$ cat config.mk
export PLATFORM = sky130hd
export DESIGN_NAME = fetch_stage_flat
export DESIGN_NICKNAME = d
export VERILOG_FILES = /design/src/rtl/fetch_stage_if.sv /design/src/rtl/fetch_stage.sv /design/src/flat_wrapper.sv
export SDC_FILE = /design/constraint.sdc
export NUM_CORES = 1
export LEC_CHECK = 0
export CAP_MARGIN = 40
export CORE_ASPECT_RATIO = 0.7
export CORE_MARGIN = 4
export CORE_UTILIZATION = 45
export DETAILED_ROUTE_END_ITERATION = 6
export PLACE_DENSITY_LB_ADDON = 0.1
export SLEW_MARGIN = 20
export SYNTH_ARGS = -nofsm -noshare
export SYNTH_HDL_FRONTEND = slang
export SYNTH_SLANG_ARGS = --single-unit
$ cat constraint.sdc
create_clock -name clk -period 2.3 [get_ports clk]
set_input_delay 0.23 -clock clk [delete_from_list [all_inputs] [get_ports clk]]
set_output_delay 0.23 -clock clk [all_outputs]
set_load 0.01 [all_outputs]
$ cat src/rtl/fetch_stage_if.sv
// Instruction-memory handshake between the fetch stage (master) and the
// instruction memory (slave).
`timescale 1ns/1ps
interface fetch_stage_if;
    logic        imem_req;
    logic [31:0] imem_addr;
    logic [31:0] imem_rdata;
    logic        Ihit;

    modport master (output imem_req, output imem_addr, input imem_rdata, input Ihit);
    modport slave  (input imem_req, input imem_addr, output imem_rdata, output Ihit);
endinterface

$ cat src/rtl/fetch_stage.sv
// Instruction fetch stage: issues word requests, presents one instruction at a
// time to decode, buffers it under back-pressure and absorbs redirects.
`timescale 1ns/1ps
module fetch_stage #(
    parameter logic [31:0] RESET_PC = 32'h0000_0000
) (
    input  logic                 clk,
    input  logic                 reset,
    input  logic                 en,
    input  logic                 Dhit,
    input  logic                 redirect,
    input  logic [31:0]          redirect_target,
    fetch_stage_if.master        imem,
    output logic [31:0]          PCOut,
    output logic [31:0]          PCPlus4Out,
    output logic [31:0]          instrOut,
    output logic                 BranchOut,
    output logic                 validOut
);
    typedef enum logic [1:0] {S_IDLE, S_REQ, S_WAIT, S_HOLD} state_t;

    state_t      r_state, w_state_next;
    logic [31:0] r_pc, w_pc_next;
    logic [31:0] r_buf, w_buf_next;
    logic        r_pend_valid, w_pend_valid_next;
    logic [31:0] r_pend_target, w_pend_target_next;

    logic        w_req;
    logic        w_valid;
    logic        w_advance;
    logic [31:0] w_instr;
    logic [31:0] w_target;
    logic [31:0] w_pc_plus4;
    logic [5:0]  w_opcode;
    logic [5:0]  w_funct;

    assign w_target   = redirect_target & 32'hFFFF_FFFC;
    assign w_pc_plus4 = r_pc + 32'd4;
    assign w_advance  = w_valid & en & Dhit & ~redirect;

    always_ff @(posedge clk or negedge reset) begin
        if (!reset) begin
            r_state       <= S_IDLE;
            r_pc          <= RESET_PC;
            r_buf         <= 32'h0;
            r_pend_valid  <= 1'b0;
            r_pend_target <= 32'h0;
        end else begin
            r_state       <= w_state_next;
            r_pc          <= w_pc_next;
            r_buf         <= w_buf_next;
            r_pend_valid  <= w_pend_valid_next;
            r_pend_target <= w_pend_target_next;
        end
    end

    always_comb begin
        w_state_next       = r_state;
        w_pc_next          = r_pc;
        w_buf_next         = r_buf;
        w_pend_valid_next  = r_pend_valid;
        w_pend_target_next = r_pend_target;
        w_req              = 1'b0;
        w_valid            = 1'b0;
        w_instr            = 32'h0;

        case (r_state)
            S_IDLE: begin
                w_state_next = S_REQ;
                if (redirect) begin
                    w_pc_next = w_target;
                end
            end
            S_REQ, S_WAIT: begin
                w_req = 1'b1;
                if (!imem.Ihit) begin
                    // Request still in flight: remember the newest redirect for later.
                    w_state_next = S_WAIT;
                    if (redirect) begin
                        w_pend_valid_next  = 1'b1;
                        w_pend_target_next = w_target;
                    end
                end else if (r_pend_valid || redirect) begin
                    // Returned word belongs to the abandoned path; a same-cycle redirect is newest.
                    w_state_next      = S_REQ;
                    w_pend_valid_next = 1'b0;
                    w_pc_next         = redirect ? w_target : r_pend_target;
                end else begin
                    w_valid    = 1'b1;
                    w_instr    = imem.imem_rdata;
                    w_buf_next = imem.imem_rdata;
                    if (w_advance) begin
                        w_pc_next    = w_pc_plus4;
                        w_state_next = S_REQ;
                    end else begin
                        w_state_next = S_HOLD;
                    end
                end
            end
            S_HOLD: begin
                if (redirect) begin
                    w_pc_next    = w_target;
                    w_state_next = S_REQ;
                end else begin
                    w_valid = 1'b1;
                    w_instr = r_buf;
                    if (w_advance) begin
                        w_pc_next    = w_pc_plus4;
                        w_state_next = S_REQ;
                    end
                end
            end
            default: begin
                w_state_next = S_IDLE;
            end
        endcase
    end

    // Control transfers: REGIMM/J/JAL/BEQ/BNE/BLEZ/BGTZ, plus JR/JALR under SPECIAL.
    assign w_opcode = w_instr[31:26];
    assign w_funct  = w_instr[5:0];

    assign imem.imem_req  = w_req;
    assign imem.imem_addr = r_pc;
    assign PCOut          = r_pc;
    assign PCPlus4Out     = w_pc_plus4;
    assign instrOut       = w_instr;
    assign validOut       = w_valid;
    assign BranchOut      = w_valid &
                            (((w_opcode != 6'b000000) && (w_opcode[5:3] == 3'b000)) ||
                             ((w_opcode == 6'b000000) && (w_funct[5:1] == 5'b00100)));
endmodule

$ cat src/flat_wrapper.sv
// flat-port wrapper written by rule: the top's interface ports become plain ports
module fetch_stage_flat 
#(
    parameter logic [31:0] RESET_PC = 32'h0000_0000
)
  (clk, reset, en, Dhit, redirect, redirect_target, PCOut, PCPlus4Out, instrOut, BranchOut, validOut, imem_imem_req, imem_imem_addr, imem_imem_rdata, imem_Ihit);
  fetch_stage_if imem_i ();
  input  logic clk;
  input  logic reset;
  input  logic en;
  input  logic Dhit;
  input  logic redirect;
  input  logic [31:0] redirect_target;
  output logic [31:0] PCOut;
  output logic [31:0] PCPlus4Out;
  output logic [31:0] instrOut;
  output logic BranchOut;
  output logic validOut;
  output wire logic [$bits(imem_i.imem_req)-1:0] imem_imem_req;
  output wire logic [$bits(imem_i.imem_addr)-1:0] imem_imem_addr;
  input wire logic [$bits(imem_i.imem_rdata)-1:0] imem_imem_rdata;
  input wire logic [$bits(imem_i.Ihit)-1:0] imem_Ihit;
  assign imem_imem_req = imem_i.imem_req;
  assign imem_imem_addr = imem_i.imem_addr;
  assign imem_i.imem_rdata = imem_imem_rdata;
  assign imem_i.Ihit = imem_Ihit;
  fetch_stage #(.RESET_PC(RESET_PC)) u_core (.clk(clk), .reset(reset), .en(en), .Dhit(Dhit), .redirect(redirect), .redirect_target(redirect_target), .imem(imem_i), .PCOut(PCOut), .PCPlus4Out(PCPlus4Out), .instrOut(instrOut), .BranchOut(BranchOut), .validOut(validOut));
endmodule
==> Word level (Yosys, flattened, before mapping) <==
Cells that the tools add are included.
W data, S select, Z words.
{ "totals": {"input_bits": 70, "out_inout_bits": 131, "word_cells": 60, "regBits": 99} }
{ "classes": {"reduce_logical": 14, "mux": 25, "n_eq_ne": 8, "n_bitwise": 7, "addsub": 1} }
{ "ops": {"columns": ["op", "n"], "rows": [
  ["$mux W32", 9],
  ["$pmux W32 S3", 1],
  ["$pmux W32 S2", 1],
  ["$add A32 B3 Y32 const B", 1],
  ["$mux W2", 5],
  ["$mux W1", 7],
  ["$logic_not A6 Y1", 1],
  ["$pmux W2 S3", 1],
  ["$reduce_and A3 Y1", 2],
  ["$reduce_bool A6 Y1", 1],
  ["$eq A5 B3 Y1 const B", 1],
  ["$and A1 B1 Y1", 4],
  ["$eq A2 B2 Y1 const B", 2],
  ["$ne A2 B2 Y1 const B", 2],
  ["$reduce_and A2 Y1", 2],
  ["$logic_not A3 Y1", 1],
  ["$ne A3 B2 Y1 const B", 1],
  ["$not A1 Y1", 3],
  ["$eq A2 B1 Y1 const B", 1],
  ["$logic_and A1 B1 Y1", 2],
  ["$logic_not A2 Y1", 1],
  ["$logic_or A1 B1 Y1", 2],
  ["$ne A2 B1 Y1 const B", 1],
  ["$pmux W1 S2", 1],
  ["2 further kinds", 2]
]} }

==> Longest topological paths before layout <==
Gate-level depths: netlist of the first run.
{ "depth": {"ltp_word": 11, "depth_mapped": 11, "depth_no_buf": 8} }

==> Worst setup path before layout of the first run <==
OpenSTA, ideal clock, no wires.
{ "synth_path": {"path_kind": "reg-to-output", "startpoint": "register u_core.r_state[1]", "endpoint": "output BranchOut", "arrival_time_ns": 2.176, "stages_incl_launch_ff": 11, "t_required_ns": 2.070, "path_slack_ns": -0.106, "path_cell_list": "dfrtp_1 -> inv_1 -> ha_1 -> buf_2 -> nor4bb_1 -> buf_2 -> nand2_1 -> a21oi_1 -> and3_1 -> nor4_1 -> nor3_1"} }
{ "synth_between": {"elab_chain_len": 7, "elab_cells_between_ends": 14} }
{ "synth_lines": {"columns": ["element", "line_no", "text"], "rows": [
  ["from (decl)", "fetch_stage.sv:22", "state_t r_state, w_state_next;"],
  ["from (signal assigned)", "fetch_stage.sv:49", "r_state <= w_state_next;"],
  ["$eq A2 B1 Y1 / $eq A2 B2 Y1 (equally long branches)", "fetch_stage.sv:67", "case (r_state)"],
  ["$reduce_or A2 Y1", "fetch_stage.sv:67", null],
  ["$pmux W32 S2 (*)", "fetch_stage.sv:67", null],
  ["via instrOut[3]", "flat_wrapper.sv:16", "output logic [31:0] instrOut;"],
  ["$eq A5 B3 Y1 (*)", "fetch_stage.sv:131", "((w_opcode == 6'b000000) && (w_funct[5:1] == 5'b00100)));"],
  ["$logic_and A1 B1 Y1 (*)", "fetch_stage.sv:131", null],
  ["$logic_or A1 B1 Y1 (*)", "fetch_stage.sv:130", "(((w_opcode != 6'b000000) && (w_opcode[5:3] == 3'b000)) ||"],
  ["$and A1 B1 Y1 (*)", "fetch_stage.sv:129", "assign BranchOut = w_valid &"],
  ["to (decl)", "flat_wrapper.sv:17", "output logic BranchOut;"]
]} }
The timed path passes the listed nets; every way through them passes the cells marked *.

==> Final worst setup path of the first run <==
{ "layout_path": {"startpoint": "register u_core.r_state[1]", "endpoint": "output BranchOut"} }
{ "layout_between": {"elab_chain_len": 7, "elab_cells_between_ends": 14} }
{ "layout_lines": {"columns": ["element", "line_no"], "rows": [
  ["$eq A2 B1 Y1 / $eq A2 B2 Y1 (equally long branches)", "fetch_stage.sv:67"],
  ["$reduce_or A2 Y1", "fetch_stage.sv:67"],
  ["$pmux W32 S2", "fetch_stage.sv:67"],
  ["$eq A5 B3 Y1 (tied with other cells)", "fetch_stage.sv:131"],
  ["$logic_and A1 B1 Y1 (on tied branches)", "fetch_stage.sv:131, fetch_stage.sv:130"],
  ["$logic_or A1 B1 Y1", "fetch_stage.sv:130"],
  ["$and A1 B1 Y1 (*)", "fetch_stage.sv:129"]
]} }
Every way passes the cells marked *; elsewhere a longest branch is shown, timed or not.

==> summary.md, run 1 <==
| Metric | Value |
|---|---|
| Status | `complete, but fails checks` |
| Failing checks | `negative setup slack` |
| Hold WC Path Type | `in -> async` |
| Synthesized area | `between 7000 and 8000 um2` |
| Period minus WS final | `2510 ps` |
| Global Route Usage Sum | `28.8%` |
| Slew margin rel. | `61.9%` |
| PortBufs | `between 150 and 200` |
| Via density | `5.90` |
| Hpwl dp | `18.3 mm` |
| Initial Util | `between 40% and 50%` |
| Setup violators final | `38` |
| Mean Syn Cell Area | `8.19 um2` |
| Adder-Cell Fraction of Synth Area | `0.530%` |
| Max_cap viols | `0` |
| Post-Synth Simple-Gate Area | `24.9%` |
| LEAKAGE | `5.12 nW` |
| Vias in the first global route | `7720` |
| Final nets | `1249` |
| TritonCTS buffer count | `9` |
| Initial DRT Pass Iterations | `6` |
| ANT cells | `0` |
| Synth top area cells | `dfrtp_1 35%, nand2_1 9.4%, a21oi_1 4.9%` |
| Crit. path cell count | `11` |
| Post-synth EDFFs | `0` |
| Largest net degree at the start of global routing | `51` |
| Count of pins over their slew limit | `0` |
| RSZ-0062 raised after global routing | `yes` |
| Proportion of synthesized area in mux cells | `under 10%` |
| Wire length per cell | `20.3 um` |
| Clk sinks | `99` |
| DR vias | `8144` |
| GRT overflow | `0` |
| First-pass GRT wire length | `41.0 mm` |
| Syn. warnings | `0` |
| # DRC | `0` |
| Area share of xor/xnor cells in the synthesized design | `just over 6%` |
| Worst path cell trace | `inv_2 -> ha_4 -> nor4bb_4 -> buf_4 -> buf_6 -> nand2_4 -> a21oi_4 -> buf_6 -> nor4_2 -> nor3_2 -> buf_2` |
| PD cells | `1340 nW/um2` |
| CP max FO | `5` |
| CP max stage cell | `dfrtp_1` |
| Root buf cell | `clkbuf_16` |
| Final hold violations | `0` |
| Fill cell count | `between 1000 and 1500` |
| Post-synthesis sequential area ratio | `35.0%` |
| Die extent in y | `113 um` |
| Main flop type after synthesis | `dfrtp_1` |
| Row Count | `38` |
| Critical path buffer and inverter count | `5` |
| Family with the most delay on the worst path | `buffers and inverters` |
| Fin Clk Skew | `8.75 ps` |
| Min Hold Slack | `316 ps` |
| Most used cell, CP | `buf_6` |
| Worst-Skew Late Latency | `~350 ps` |
| CTS H-Tree Depth | `3` |
| Worst Reg-to-Reg Cells | `13` |
| Setup WS post-layout | `-211 ps` |
| Period utilisation layout | `109%` |
| Critical Path Start Type | `flop` |
| Share of cells above drive strength 1 | `37.8%` |
| Pre-CTS WS | `-313 ps` |
| Initial antenna violation count | `0` |
| Commonest cells post-synth | `178 x nand2_1, 99 x dfrtp_1, 69 x a21oi_1` |
| CP Class | `reg -> out` |
| Tightest Pin Transition | `571 ps` |
| #FFs+latches synth | `between 90 and 100` |
| Peak supply drop | `0.725 mV` |
| Async SR Flop Fraction | `100%` |
| Clock transition at the registers of the reported paths | `around 70 ps` |
| Post-Syn Nets | `937` |
| CORE AREA | `15500 um2` |
| Clock Tree Buf Depth | `2` |
| Main combinational cell family by area after synthesis | `simple AND/OR/NAND/NOR gates` |
| Count leader, synth | `nand2_1` |
| Final ANT Viol Nets | `0` |
| Crit end category | `output port` |
| CTS tree | `yes` |
| Share of the synthesized area in the top cell type | `35.0%` |
| Gpl congestion | `0.947` |
| Syn Inst Count | `about 860` |
| Worst Path Required | `2070 ps` |
| Width of the die | `158 um` |
| Crit path DAT | `2280 ps` |
| CP max stage delay | `between 300 and 400 ps` |
| IO Pins | `roughly 200` |
| First-iteration detailed-routing DRC count | `1014` |
| Area delta synth->final | `61.3%` |
| Netlist cell types | `73` |
| Synth Area in Compound Gates | `19.3%` |
| WL final | `28.1 mm` |
| Area leader, netlist | `dfrtp_1` |
| Die area | `17800 um2` |
| Fmax | `398 MHz` |
-- flip-flops by register name, indices dropped and copies added, names as in the netlist --
register / flops
u_core.PCOut: 32
u_core.r_buf: 32
u_core.r_pend_target: 32
u_core.r_state: 2
u_core.r_pend_valid: 1
-- worst paths after layout --
kind | slack (ps) | end | start
hold / removal | 320 | u_core.r_buf[12]$_DFFE_PN0P_ | reset
setup / recovery | -210 | BranchOut | u_core.r_state[1]$_DFFE_PN0P_
hold reg to reg | 480 | u_core.r_buf[10]$_DFFE_PN0P_ | u_core.r_buf[10]$_DFFE_PN0P_
setup reg to reg | -110 | u_core.PCOut[25]$_DFFE_PN0P_ | u_core.r_state[1]$_DFFE_PN0P_
max in group asynchronous | 1250 | u_core.PCOut[1]$_DFFE_PN0P_ | reset
min in group clk | 440 | u_core.r_buf[29]$_DFFE_PN0P_ | imem_imem_rdata[29]
-- metrics by stage --
stage	setup TNS (ps)	cell area [um2]	total power [W]	utilization, %	cells
floorplan	0	7080	0.00812	-	864
CTS	-1360	10700	0.0143	69.0	1345
global placement	-3690	9970	0.0122	64.5	1308
global route	-7170	11400	0.0161	73.9	1381
finish	-3140	11400	0.0153	73.9	1381
detailed placement	-5720	9970	0.0123	64.5	1308
-- power by group --
group	switching [W]	internal [W]
registers	0.000627	0.00258
logic	0.00536	0.00506
clock network	0.000709	0.000940
-- placed cells by master, fill, tap and decap left out, types with 8 or more instances in the layout --
| cell | instances |
|---|---|
| inv_1 | 13 |
| nor3_1 | 10 |
| xnor2_2 | 8 |
| a31oi_1 | 11 |
| or3_1 | 11 |
| nand2b_1 | 19 |
| nand3_1 | 19 |
| clkbuf_16 | 12 |
| and3_1 | 8 |
| dfrtp_1 | 97 |
| o211ai_1 | 12 |
| nand2_2 | 11 |
| a211oi_2 | 8 |
| clkdlybuf4s50_1 | 135 |
| xor2_1 | 11 |
| nor3_2 | 8 |
| nand2_1 | 153 |
| mux2_2 | 26 |
| buf_12 | 14 |
| o21ai_1 | 11 |
| clkbuf_2 | 19 |
| a21oi_2 | 24 |
| buf_2 | 31 |
| buf_4 | 173 |
| nor2_1 | 27 |
| nand4_1 | 12 |
| nand2_4 | 16 |
| o21ai_0 | 37 |
| buf_6 | 16 |
| xnor2_1 | 29 |
| a21oi_1 | 42 |
-- cells by family after synthesis --
logic type,after synthesis
AO/OA/AOI/OAI,214
XOR/XNOR,48
multiplexers,30
buffers and inverters,124
flip-flops,99
AND/OR/NAND/NOR,346
adder cells (fa/ha/maj),3
-- worst register-to-register path, cell delays in order (launching register included) --
cell and delay [ps]:
dfrtp_1 400, inv_2 80, ha_4 200, buf_4 140
and3b_2 210, buf_6 130, o21a_4 230, buf_12 140
buf_8 130, buf_4 150, nand4_4 90, xor2_1 140
a21oi_1 90, o21a_1 170
-- timing repair --
item	CTS	global route
hold buffers	1	0
cloned	4	5
pin swaps	20	62
hold endpoints to repair	21	0
endpoints found under the setup margin	76	76
gates resized for setup	218	153
buffers inserted	17	34
-- cell type report --
class,count,area (um2),area share [%]
Sequential cell,99,2480,21.7
Tap cell,200,250,2.19
Timing Repair Buffer,410,3670,32.1
Clock buffer,12,267,2.34
Clock inverter,4,55.1,0.482
Inverter,15,56.3,0.493
Multi-Input combinational cell,641,4640,40.6
-- per-layer routing --
layer	vias up	wire length [um]	global-route usage [%]
met1	3910	11800	42.1
met3	75	2920	6.00
met2	512	12800	43.8
met5	-	0	0
li1	3647	-	-
met4	0	593	7.11
No activity file was read; power rests on OpenSTA's default activity.
==> run 2: changes to the inputs <==
--- a/config.mk
+++ b/config.mk
@@ -5,12 +5,13 @@
 export SDC_FILE = /design/constraint.sdc
 export NUM_CORES = 1
 export LEC_CHECK = 0
-export CAP_MARGIN = 40
+export CAP_MARGIN = 30
 export CORE_ASPECT_RATIO = 0.7
 export CORE_MARGIN = 4
 export CORE_UTILIZATION = 45
 export DETAILED_ROUTE_END_ITERATION = 6
 export PLACE_DENSITY_LB_ADDON = 0.1
+export SETUP_SLACK_MARGIN = 0.02
 export SLEW_MARGIN = 20
 export SYNTH_ARGS = -nofsm -noshare
 export SYNTH_HDL_FRONTEND = slang
==> constraint.sdc (replaced) <==
create_clock -name clk -period 3.3 [get_ports clk]
set_input_delay 0.33 -clock clk [delete_from_list [all_inputs] [get_ports clk]]
set_output_delay 0.33 -clock clk [all_outputs]
set_load 0.01 [all_outputs]
==> run 2 against run 1 <==
- the run now ends clean
- hold slack better by 100 ps
- non-clock buffer count down 163
- critical endpoint is now PCPlus4Out[19]
- clock power decreased by 25%
- clock-buffer cell count shrank 2
- register-to-register slack gained 600 ps
- utilization decreased by 12 points
- die area unchanged
- sequential cell count did not move
- design area is 17% lower
- clock skew increased by 1.1 ps
==> summary.md, run 2 (synthesis results as in run 1) <==
| Metric | Value |
|---|---|
| DR vias | `7097` |
| Clock Tree Buf Depth | `2` |
| Peak supply drop | `between 0.6 and 0.7 mV` |
| Status | `finished, final reports clean` |
| Tightest Pin Transition | `813 ps` |
| Final nets | `between 1000 and 1500` |
| Hold WC Path Type | `in -> async` |
| Root buf cell | `clkbuf_16` |
| Commonest non-fill, non-tap cell in the layout | `clkdlybuf4s50_1` |
| TritonCTS buffer count | `9` |
| Worst-Skew Late Latency | `350 ps` |
| IO Pins | `201` |
| Width of the die | `158 um` |
| Die extent in y | `approximately 110 um` |
| Initial antenna violation count | `0` |
| Worst Path Required | `2970 ps` |
| Reg2reg start | `u_core.r_state[1]$_DFFE_PN0P_` |
| First-iteration detailed-routing DRC count | `679` |
| Vias in the first global route | `slightly below 7000` |
| WL final | `23.8 mm` |
| Global Route Usage Sum | `26.5%` |
| Period minus WS final | `3130 ps` |
| ANT cells | `0` |
| Worst Reg-to-Reg Cells | `10` |
| Gpl congestion | `between 0.9 and 1` |
| CTS H-Tree Depth | `3` |
| Share of cells above drive strength 1 | `12.9%` |
| Dpl cells | `1198` |
| Slew margin rel. | `between 40% and 50%` |
| CP max FO | `9` |
| Wire length per cell | `19.5 um` |
| CORE AREA | `15500 um2` |
| R2R Path End | `u_core.PCOut[24]$_DFFE_PN0P_` |
| Die area | `17800 um2` |
| Max_cap viols | `0` |
| Sequential Power Share | `25.9%` |
| Most frequent cells in the layout | `196 x clkdlybuf4s50_1, 178 x nand2_1, 99 x dfrtp_1` |
| Area delta synth->final | `34.1%` |
| Initial DRT Pass Iterations | `5` |
| Final hold violations | `0` |
| Critical Path Start Type | `flop` |
| PD cells | `972 nW/um2` |
| Via density | `about 5.8` |
| Crit path DAT | `about 2800 ps` |
| Final ANT Viol Nets | `0` |
| Part of the power in the clock network | `13.3%` |
| Final cell count without fillers | `1218` |
| Gate power share | `60.7%` |
| Period utilisation layout | `94.8%` |
| CP Class | `reg -> out` |
| LEAKAGE | `3.87 nW` |
| Fmax | `~320 MHz` |
| PortBufs | `198` |
| First-pass GRT wire length | `38.0 mm` |
| Fin Clk Skew | `9.89 ps` |
| Initial Util | `45.8%` |
| Sw power | `0.00399 W` |
| Hpwl dp | `16.6 mm` |
| RSZ-0062 raised after global routing | `no` |
| Clock transition at the registers of the reported paths | `80 ps` |
| Fill cell count | `1362` |
| Row Count | `38` |
| Setup violators final | `0` |
| # DRC | `0` |
| Clk sinks | `99` |
| CTS tree | `yes` |
| Setup TNS | `0 ps` |
| Int Pwr | `around 0.0052 W` |
| Net Sw Frac | `43.2%` |
| Final core utilization | `61.4%` |
| Count of pins over their slew limit | `0` |
| R2r setup slk | `490 ps` |
| GRT overflow | `0` |
| Largest net degree at the start of global routing | `79` |
| Crit end category | `output port` |
## run 2: cell count changes in the layout (fill, tap and decap cells not counted), sizes merged
cell and change:
clkinv +1, clkdlybuf4s50 +61, clkbuf -24, bufbuf -1, dlygate4sd2 -7, dlymetal6s2s -2, clkdlybuf4s15 -4, bufinv +2
buf -188, clkinvlp -1
## run 2: worst max-delay path by stage
stage / startpoint / end / slack (ps) / cells past startpoint
2_1_floorplan: u_core.r_state[1]$_DFFE_PN0P_ / BranchOut / 790 / 10
3_5_place_dp: u_core.r_state[1]$_DFFE_PN0P_ / BranchOut / 390 / 9
6_report: u_core.PCOut[7]$_DFFE_PN0P_ / PCPlus4Out[19] / 170 / 6
5_1_grt: u_core.PCOut[7]$_DFFE_PN0P_ / PCPlus4Out[19] / 20 / 6
3_3_place_gp: imem_Ihit / BranchOut / 400 / 8
4_1_cts: u_core.r_state[1]$_DFFE_PN0P_ / BranchOut / 80 / 9
## run 2: power groups by stage
stage | sequential [W] | combinational [W] | clock (W)
4_1_cts | 0.00238 | 0.00556 | 0.00124
6_report | 0.00239 | 0.00560 | 0.00123
3_3_place_gp | 0.00239 | 0.00548 | 0
2_1_floorplan | 0.00228 | 0.00337 | 0
3_5_place_dp | 0.00240 | 0.00552 | 0
5_1_grt | 0.00247 | 0.00609 | 0.00130
## run 2: area by class of cell
type	count	area (um2)	share of cell area (%)
clock buffer	10	229	2.41
clock inverter	6	113	1.19
inverter	15	56.3	0.593
multi-input combinational	641	3970	41.8
sequential	99	2480	26.1
tap	200	250	2.64
timing repair buffer	247	2400	25.3
## run 2: worst max-delay path: stages, from the launching register on
cell	delay, ps
dfrtp_1	580
nand3_4	230
nor4_4	510
buf_4	220
nand3_1	90
xnor2_1	230
clkdlybuf4s50_1	590
## run 2: per-layer routing
metal | wire length, um | global-route usage, %
met1 | 11200 | 40.2
met2 | 10200 | 38.2
met3 | 1990 | 5.81
met4 | 465 | 6.70
met5 | 0 | 0
## run 2: what timing repair did
item / 4_1_cts / 5_1_grt
setup buffers: 0 / 2
resized for setup: 1 / 1
pin swaps: 0 / 1
cloned: 0 / 1
hold buffers: 1 / 0
endpoints found under the hold margin: 21 / 0
endpoints found under the setup margin: 1 / 1
## run 2: through the flow
step	total power [W]	worst slack [ps]	hold WS, ps	cell area (um2)
2_1_floorplan	0.00565	794	34.4	7080
6_report	0.00922	171	417	9490
5_1_grt	0.00986	23.4	439	9490
4_1_cts	0.00918	81.1	383	9470
3_3_place_gp	0.00786	398	250	9110
3_5_place_dp	0.00792	394	249	9110
